===== src/rtl/note_judge.sv =====
// rtl/note_judge.sv - judges red/blue button presses against the loader's judge-position notes
// Keeps score, combo and max combo, and pulses delete back to the loader on every hit.
module note_judge #(
  parameter logic [19:0] DEBOUNCE_CYCLES = 20'd999999,
  parameter logic [2:0]  PERFECT_MAX_OFS = 3'd2,
  parameter logic [3:0]  PERFECT_PTS     = 4'd3,
  parameter logic [3:0]  GOOD_PTS        = 4'd1
) (
  input  logic        clk,
  input  logic        rst,
  input  logic        red_button,
  input  logic        blue_button,
  input  logic        note_R_judge,
  input  logic        note_B_judge,
  input  logic [2:0]  offset,
  input  logic        finish,
  output logic        delete,
  output logic [1:0]  grade,
  output logic [15:0] score,
  output logic [7:0]  combo,
  output logic [7:0]  max_combo
);

  typedef enum logic [1:0] {IDLE, PLAY, DONE} state_t;

  localparam logic [1:0] GRADE_MISS    = 2'd1;
  localparam logic [1:0] GRADE_GOOD    = 2'd2;
  localparam logic [1:0] GRADE_PERFECT = 2'd3;

  state_t      state, state_next;
  logic [1:0]  raw, sync1, sync2, level, press;
  logic [19:0] cnt [2];
  logic        note_r_q, note_b_q, flag_r, flag_b;
  logic        fall_r, fall_b, hit_r, hit_b, hit, wrong, miss, perfect;
  logic [3:0]  pts;
  logic [16:0] score_sum;
  logic [7:0]  combo_inc;

  assign raw = {blue_button, red_button};

  // Index 0 is red, index 1 is blue; press fires on the cycle a new high level is accepted.
  always_ff @(posedge clk or posedge rst) begin
    if (rst) begin
      sync1  <= '0;
      sync2  <= '0;
      level  <= '0;
      press  <= '0;
      cnt[0] <= '0;
      cnt[1] <= '0;
    end else begin
      sync1 <= raw;
      sync2 <= sync1;
      for (int i = 0; i < 2; i++) begin
        press[i] <= 1'b0;
        if (sync2[i] == level[i]) begin
          cnt[i] <= '0;
        end else if (cnt[i] == DEBOUNCE_CYCLES - 20'd1) begin
          cnt[i]   <= '0;
          level[i] <= sync2[i];
          press[i] <= sync2[i];
        end else begin
          cnt[i] <= cnt[i] + 20'd1;
        end
      end
    end
  end

  always_ff @(posedge clk or posedge rst) begin
    if (rst) state <= IDLE;
    else     state <= state_next;
  end

  always_comb begin
    state_next = state;
    case (state)
      IDLE:    if (note_R_judge || note_B_judge) state_next = PLAY;
      PLAY:    if (finish) state_next = DONE;
      DONE:    if (!finish) state_next = IDLE;
      default: state_next = IDLE;
    endcase
  end

  always_comb begin
    fall_r    = note_r_q & ~note_R_judge;
    fall_b    = note_b_q & ~note_B_judge;
    hit_r     = press[0] & ~press[1] & note_R_judge & ~flag_r;
    hit_b     = press[1] & ~press[0] & note_B_judge & ~flag_b;
    hit       = hit_r | hit_b;
    wrong     = (press[0] | press[1]) & ~hit;
    miss      = (fall_r & ~flag_r) | (fall_b & ~flag_b);
    perfect   = (offset <= PERFECT_MAX_OFS);
    pts       = perfect ? PERFECT_PTS : GOOD_PTS;
    score_sum = {1'b0, score} + {13'd0, pts};
    combo_inc = (combo == 8'hFF) ? 8'hFF : combo + 8'd1;
  end

  // A hit and a miss in the same cycle: the hit scores, then the miss zeroes combo.
  always_ff @(posedge clk or posedge rst) begin
    if (rst) begin
      note_r_q  <= 1'b0;
      note_b_q  <= 1'b0;
      flag_r    <= 1'b0;
      flag_b    <= 1'b0;
      delete    <= 1'b0;
      grade     <= '0;
      score     <= '0;
      combo     <= '0;
      max_combo <= '0;
    end else begin
      note_r_q <= note_R_judge;
      note_b_q <= note_B_judge;
      delete   <= 1'b0;
      if (fall_r) flag_r <= 1'b0;
      if (fall_b) flag_b <= 1'b0;
      if (state == IDLE && state_next == PLAY) begin
        grade     <= '0;
        score     <= '0;
        combo     <= '0;
        max_combo <= '0;
      end else if (state == PLAY) begin
        if (hit) begin
          delete <= 1'b1;
          grade  <= perfect ? GRADE_PERFECT : GRADE_GOOD;
          score  <= score_sum[16] ? 16'hFFFF : score_sum[15:0];
          combo  <= combo_inc;
          if (combo_inc > max_combo) max_combo <= combo_inc;
          if (hit_r) flag_r <= 1'b1;
          if (hit_b) flag_b <= 1'b1;
        end
        if (wrong || miss) begin
          grade <= GRADE_MISS;
          combo <= '0;
        end
      end
    end
  end

endmodule

===== config.mk =====
export PLATFORM = sky130hd
export DESIGN_NAME = note_judge
export DESIGN_NICKNAME = d
export VERILOG_FILES = /design/src/rtl/note_judge.sv
export SDC_FILE = /design/constraint.sdc
export NUM_CORES = 1
export LEC_CHECK = 0
export CAP_MARGIN = 20
export CORE_MARGIN = 4
export CORE_UTILIZATION = 35
export DETAILED_ROUTE_END_ITERATION = 6
export RECOVER_POWER = 25
export SYNTH_ARGS = -nofsm -noshare
export SYNTH_HDL_FRONTEND = slang
export SYNTH_SLANG_ARGS = --single-unit
export TNS_END_PERCENT = 30

===== constraint.sdc =====
create_clock -name clk -period 8.4 [get_ports clk]
set_input_delay 2.52 -clock clk [delete_from_list [all_inputs] [get_ports clk]]
set_output_delay 2.52 -clock clk [all_outputs]
set_load 0.1 [all_outputs]

# Word-level counts from Yosys, hierarchy flattened
# Index checks and enable logic that the tools add are counted.
# W data, S select, Z words.
# classes
n_eq_ne,8
n_reduce_logical,13
add_sub_neg,4
n_mux,44
n_lt_le_gt_ge,2
bitwise_logic,23
# ops
cell,n
$mux W20,4
$mux W8,9
$mux W16,4
$add A20 B1 Y20 const B,2
$eq A20 B20 Y1 const B,2
$mux W1,18
$add A16 B2 Y17,1
$mux W2,8
$and A1 B1 Y1,11
$not A1 Y1,9
$add A8 B1 Y8 const B,1
$eq A8 B8 Y1 const B,1
$gt A8 B8 Y1,1
$reduce_and A2 Y1,4
$pmux W2 S3,1
$reduce_bool A2 Y1,3
$eq A2 B1 Y1 const B,2
$le A3 B2 Y1 const B,1
$or A1 B1 Y1,3
$reduce_and A3 Y1,1
$reduce_bool A3 Y1,1
$eq A1 B1 Y1,2
$eq A2 B2 Y1 const B,1
$logic_not A2 Y1,1
other kinds (2),3
# word_totals
wordCells,111
ff_bits,89
output_inout_bits,35

# Depth between registers and ports, before layout
# depth
depth_word,11
depth_mapped,12
mapped_depth_nobuf,11

# Least setup slack after synthesis
# Ideal clock, no wire load.
# synth_timing
path_kind,in2reg
startpoint,input port offset[1]
endpoint,register score[14]
stages,6
path_slack_ps,4356
arrival_ps,3962
required_ps,8319
path_cell_list,a21oi_1 > fa_1 > nand2_1 > or4_4 > and4_4 > nor3_2
# synth_via
elab_chain_len,7
# synth_rtl
item,line_no,rtl
"start, declared",15,"input logic [2:0] offset,"
$le A3 B2 Y1,91,perfect = (offset <= PERFECT_MAX_OFS);
$mux W2,92,pts = perfect ? PERFECT_PTS : GOOD_PTS;
$add A16 B2 Y17,93,"score_sum = {1'b0, score} + {13'd0, pts};"
$mux W16,124,score <= score_sum[16] ? 16'hFFFF : score_sum[15:0];
$mux W16,121,if (hit) begin
$mux W16,120,end else if (state == PLAY) begin
$mux W16,115,if (state == IDLE && state_next == PLAY) begin
"end signal, assigned",124,
"end, declared",19,"output logic [15:0] score,"
# Every way passes these cells. The select of a mux whose other input is x is not followed.
# A chain may end at the register's enable or synchronous reset.

# Final worst setup path
# layout_timing
startpoint,register score[2]
endpoint,output port score[2]
# No word-level cell between the ends.

==> results.yml <==
sta:
  rsz0062_at_grt: "no"
  fin_crit_sh_pct: 53.83
  period_needed_ns: 4.522
  setup_viol: 0
  hold_viol_final: 0
  worst_slew_pin_slew_ns: 1.025
  relSlewSlack_pct: 31.28
  tns_ns: 0
  drv_slew: 0
  skew_ns: 0.006007
  fmax_mhz: 221.1
  setup_ws_ns: 3.878
synth:
  synth_nets: 495
  syn_area_um2: 4589
  ys.flop_type: "dfrtp_1"
  synth_cell_types: 58
  synth_seq_cells: 89
  synthArstFlopShare_pct: 100.0
  synthCells: 470
  syn_area_per_cell_um2: 9.765
  synth_edf_count: 0
  ys_warn_count: 0
  ys_seq_area_share_pct: 48.53
pwr:
  ir_drop_mv: 0.1029
  p_per_area_nw_per_um2: 164.4
  leakage_uw: 0.002284
hold_path:
  min_from: "sync1[1]"
  holdPathEnd: "sync2[1]"
  worstHoldPathCells: 0
  min_path_type: "reg2reg"
cts:
  insertion_delay_ns: 0.33
  cts_buffers: 9
  clk_pin_slew_ns: 0.06
  cts_tree: "built"
  cts_sinks: 89
  cts_setup_buffers: 0
  cts_max_level: 3
  cts_resized: 0
  cts_root_buffer: "clkbuf_16"
  cts_buffer_depth: 2
  hold_buffers: 0
global_routing:
  grtUsageTotal_pct: 13.59
  antenna_found_initial: 0
  grt_pass1_wl_mm: 16.71
  gr-total-overflow: 0
  grt_max_degree: 68
  grt_pass1_vias: 3494
critical_path:
  cp.arrival_ns: 2.00
  reg2reg_slack_ns: 5.51
  cp_slowest_stage_delay_ns: 1.20
  crit_fanout: 8
  rr_startpoint: "combo[2]"
  critical_path_class: "reg2out"
  path_cells: "clkdlybuf4s50_1"
  start_kind: "flip-flop"
  cp.buffers_inverters: 1
  cp_top_family: "buffers and inverters"
  worst-path-stages: 1
  crit_required_ns: 5.88
  worst_r2r_endpoint: "max_combo[1]"
  reg2regPathDepth: 8
  cp-end-kind: "output port"
  slowest_stage: "clkdlybuf4s50_1"
placed_design:
  place_congestion: 0.8677
  pre_cts_ws_ns: 3.658
  dp_cells: 676
  place_area_um2: 5209
  dpl.hpwl_mm: 6.775
  port-buffer-count: 44
status:
  status: "finished clean"
layout:
  drive_gt1_share_pct: 7.102
  fin_area_um2: 5473
  fin_cells: 693
  layout_common_cells: "89 x dfrtp_1, 60 x nor2_1, 41 x clkdlybuf4s50_1"
  fin_nets: 541
  final_common_cell: "dfrtp_1"
  diodes: 0
  syn_to_final_growth_pct: 19.25
  post-route-util_pct: 43.02
routing:
  detail-route-antenna-nets: 0
  via_per_inst: 5.157
  initialDrtViolationCount: 274
  routed_wl_mm: 9.550
  wl_per_cell_um: 13.78
  dr.pass1.iters: 5
  vias: 3574
  drc_errors: 0
floorplanning:
  placementRows: 41
  io_pins: 45
  dieWidth_um: 122.5
  die_area_um2: 15010
  die_y_um: 122.5
  start_util_pct: 36.07
  core_um2: 12720
job:
  maxCapViolCount: 0
## cell usage after synthesis, types with 5 or more instances
master	count	area share (%)
buf_2	6	0.65
a211oi_1	6	0.98
xnor2_1	12	2.3
a22o_1	9	1.7
nand2_1	34	2.8
nand2b_1	11	1.5
dfrtp_1	89	49
nand3_1	33	3.6
xor2_1	26	5.0
o21ai_0	15	1.6
inv_1	21	1.7
a31oi_1	9	1.2
nand4_1	17	2.3
nor2_1	60	4.9
nor3_1	14	1.5
clkbuf_1	6	0.49
and3_1	9	1.2
ha_1	14	3.8
a21oi_1	15	1.6
nor4_1	5	0.68
and4_1	5	0.95
## power breakdown
part	switching, uW	internal (uW)
sequential	8.87	439
combinational	72.6	26.5
clock	155	199
## layout make-up
cell class | instances | area [um^2]
well taps | 172 | 215.2
repair buffers | 47 | 462.9
multi-input cells | 347 | 2227
clock buffers | 12 | 236.5
fillers | 1272 | 7249
clock inverters | 4 | 20.02
flip-flops and latches | 89 | 2227
inverters | 22 | 83.83
## cells by family (layout without fill, tap and decap cells)
| logic type | Yosys count | in the layout | synth area share, % |
|---|---|---|---|
| xor gates and xnor gates | 38 | 38 | 7.252 |
| and+or+nand+nor | 217 | 217 | 25.19 |
| AOI/OAI and AO/OA | 73 | 73 | 10.85 |
| adders and majority gates | 15 | 15 | 4.253 |
| DFF | 89 | 89 | 48.53 |
| muxes | 4 | 4 | 0.9814 |
| buffers and inverters | 34 | 85 | 2.944 |
## layer usage
layer,share of wire (%),GRT usage [%],wire length (um)
met4,1.1,3.219,102
met1,46,18.16,4399
met2,47,22.23,4525
met5,0,0,0
met3,5.5,3.502,522
## registers in the layout, indices dropped and copies added, names as in the netlist
name       count
cnt           40
score         16
combo          8
max_combo      8
grade          2
level          2
press          2
state          2
sync1          2
sync2          2
delete         1
flag_b         1
flag_r         1
note_b_q       1
note_r_q       1
## worst max-delay path by stage
stage                 startpoint  endpoint  slack (ns)
floorplan                    rst    cnt[0]        3.57
global placement       offset[1]  score[5]        3.72
detailed placement  note_B_judge  grade[0]        3.66
CTS                     score[0]  score[0]        3.86
global route           offset[1]  score[5]        3.74
finish                  score[2]  score[2]        3.88
## through the flow
stage / total power [uW] / hold slack [ns]
after floorplan: 526.8 / 0.3312
after global placement: 555.7 / 0.3365
after detailed placement: 556.8 / 0.3496
after CTS: 916.4 / 0.3624
after global routing: 945.7 / 0.3685
final: 899.8 / 0.3585
No activity file was read; power rests on OpenSTA's default activity.
==> RTL change: new RTL, config.mk and constraints unchanged <==
Make the reset (`rst`) synchronous in 3 clocked blocks.
--- a/src/rtl/note_judge.sv
+++ b/src/rtl/note_judge.sv
@@ -39,7 +39,7 @@
   assign raw = {blue_button, red_button};
 
   // Index 0 is red, index 1 is blue; press fires on the cycle a new high level is accepted.
-  always_ff @(posedge clk or posedge rst) begin
+  always_ff @(posedge clk) begin
     if (rst) begin
       sync1  <= '0;
       sync2  <= '0;
@@ -65,7 +65,7 @@
     end
   end
 
-  always_ff @(posedge clk or posedge rst) begin
+  always_ff @(posedge clk) begin
     if (rst) state <= IDLE;
     else     state <= state_next;
   end
@@ -95,7 +95,7 @@
   end
 
   // A hit and a miss in the same cycle: the hit scores, then the miss zeroes combo.
-  always_ff @(posedge clk or posedge rst) begin
+  always_ff @(posedge clk) begin
     if (rst) begin
       note_r_q  <= 1'b0;
       note_b_q  <= 1'b0;
Check against the original RTL: differs if rst is asserted again (counterexample within 4 cycles, from zero or initial values and one cycle with rst high); with rst held inactive, the same outputs for 10 cycles.
==> RTL change against the unedited design <==
- sequential cell count is the same
- non-clock buffer count decreased by 3
- routed wire length grew 1.4%
- final area up 2.9%
- synthesized area about the same
- via count is 0.25% lower
- setup slack got worse by 0.11 ns
- critical path depth is 5 higher
- critical path type is now in2reg
Power is not compared: it rests on default switching activity, and its combinational part moved more than twofold at a synthesized area within 25%.
==> RTL change: results (changes against the unedited design) <==
- Vias: 3565 (was 3574)
- Worst-path maximum fanout: 26 (was 8)
- Share of the yosys chip area belonging to registers: 47.5% (was 48.5%)
- Worst slew pin tran: 1.01 ns (was 1.03 ns)
- Worst Setup EP: combo[2] (was score[2])
- Nets@finish: 576 (was 541)
- First-pass GRT wire length: 16400 um (was 16700 um)
- Compound-gate portion of the synthesized area: 11.9% (was 10.9%)
- Fill cells: 1265 (was 1272)
- Outcome: finished clean (unchanged)
- Layout cell share with drive strength beyond 1: 4.86% (was 7.10%)
- Origin of the critical flop-to-flop path: combo[0] (was combo[2])
- All-layer global routing usage: 13.5% (was 13.6%)
- Hold wc startpoint: sync1[0] (was sync1[1])
- Pre-Repair DR Iteration Count: 4 (was 5)
- Reg2reg end: max_combo[0] (was max_combo[1])
- HPWL after DPL: 6940 um (was 6770 um)
- Critical path arrival: 4.91 ns (was 2.00 ns)
- Worst min-delay path endpoint: sync2[0] (was sync2[1])
- Asr flop ratio synth: 0% (was 100%)
- Routability Congestion: 0.831 (was 0.868)
- Netlist cell types: 57 (was 58)
- Initial detailed-routing violation count: 130 (was 274)
- Crit path largest cell delay: 0.68 ns (was 1.20 ns)
- Hold Crit Depth: 1 (was 0)
- Post-synth EDFFs: 40 (was 0)
- Multiplexer share of the synthesized area: 0.872% (was 0.981%)
- XOR/XNOR share of the synthesized area: 8.96% (was 7.25%)
- Worst setup startpoint: note_R_judge (was score[2])
- Synth Flop Type: dfxtp_1 (was dfrtp_1)
- Largest net degree at the start of global routing: 27 (was 68)
- Top cells by area in the synthesized netlist: edfxtp_1 26%, dfxtp_1 21%, nor2_1 4.6%, xnor2_1 4.6%, xor2_1 4.4% (was dfrtp_1 49%, xor2_1 5.0%, nor2_1 4.9%, ha_1 3.8%, nand3_1 3.6%)
==> RTL change: cell count changes after synthesis, moves of 5 or more <==
cell,unedited run,this run
dfrtp_1,89,0
dfxtp_1,0,49
edfxtp_1,0,40
xnor2_1,12,24
nand2_1,34,25
nand3_1,33,25
nand2b_1,11,4
a21oi_1,15,21
nor2b_1,3,9
and4_1,5,10
==> RTL change: per-layer routing <==
| metal | share of wire [%] | GRT usage (%) | wire, um |
|---|---|---|---|
| met1 | 47 | 16.9 | 4540 |
| met3 | 3.5 | 3.87 | 342 |
| met4 | 1.2 | 4.41 | 114 |
| met5 | 0 | 0 | 0 |
| met2 | 48 | 22.6 | 4680 |
==> RTL change: stage by stage <==
step                      instance area [um^2]  std cells  hold slack, ns  setup slack [ns]  util (%)
final                                     5630        728           0.444              3.77      44.3
after global routing                      5630        728           0.463              3.56      44.3
after CTS                                 5650        728           0.452              3.77      44.4
after detailed placement                  5330        712           0.427              3.41      41.9
after global placement                    5330        712           0.432              3.53      41.9
after floorplan                           4740        507           0.414              4.42         -
==> RTL change: cell type report <==
class / instances / share of cell area (%)
Multi-Input combinational cell: 386 / 42.6
Sequential cell: 89 / 38.7
Timing Repair Buffer: 44 / 7.82
Clock buffer: 12 / 4.75
Tap cell: 172 / 3.82
Inverter: 21 / 1.40
Clock inverter: 4 / 0.866
==> RTL change: where the power goes <==
group / leakage, uW / total, uW / switching, uW / internal (uW)
combinational: 0.00103 / 36.3 / 21.7 / 14.5
sequential: 0.000809 / 473 / 10.6 / 463
clock: 0.000158 / 421 / 164 / 256
total: 0.00200 / 930 / 197 / 734
==> RTL change: critical path, delay by kind of cell <==
kind	cells	cell delay, ns
AO/OA/AOI/OAI	2	0.92
buffers and inverters	1	0.60
AND/OR/NAND/NOR	3	0.87
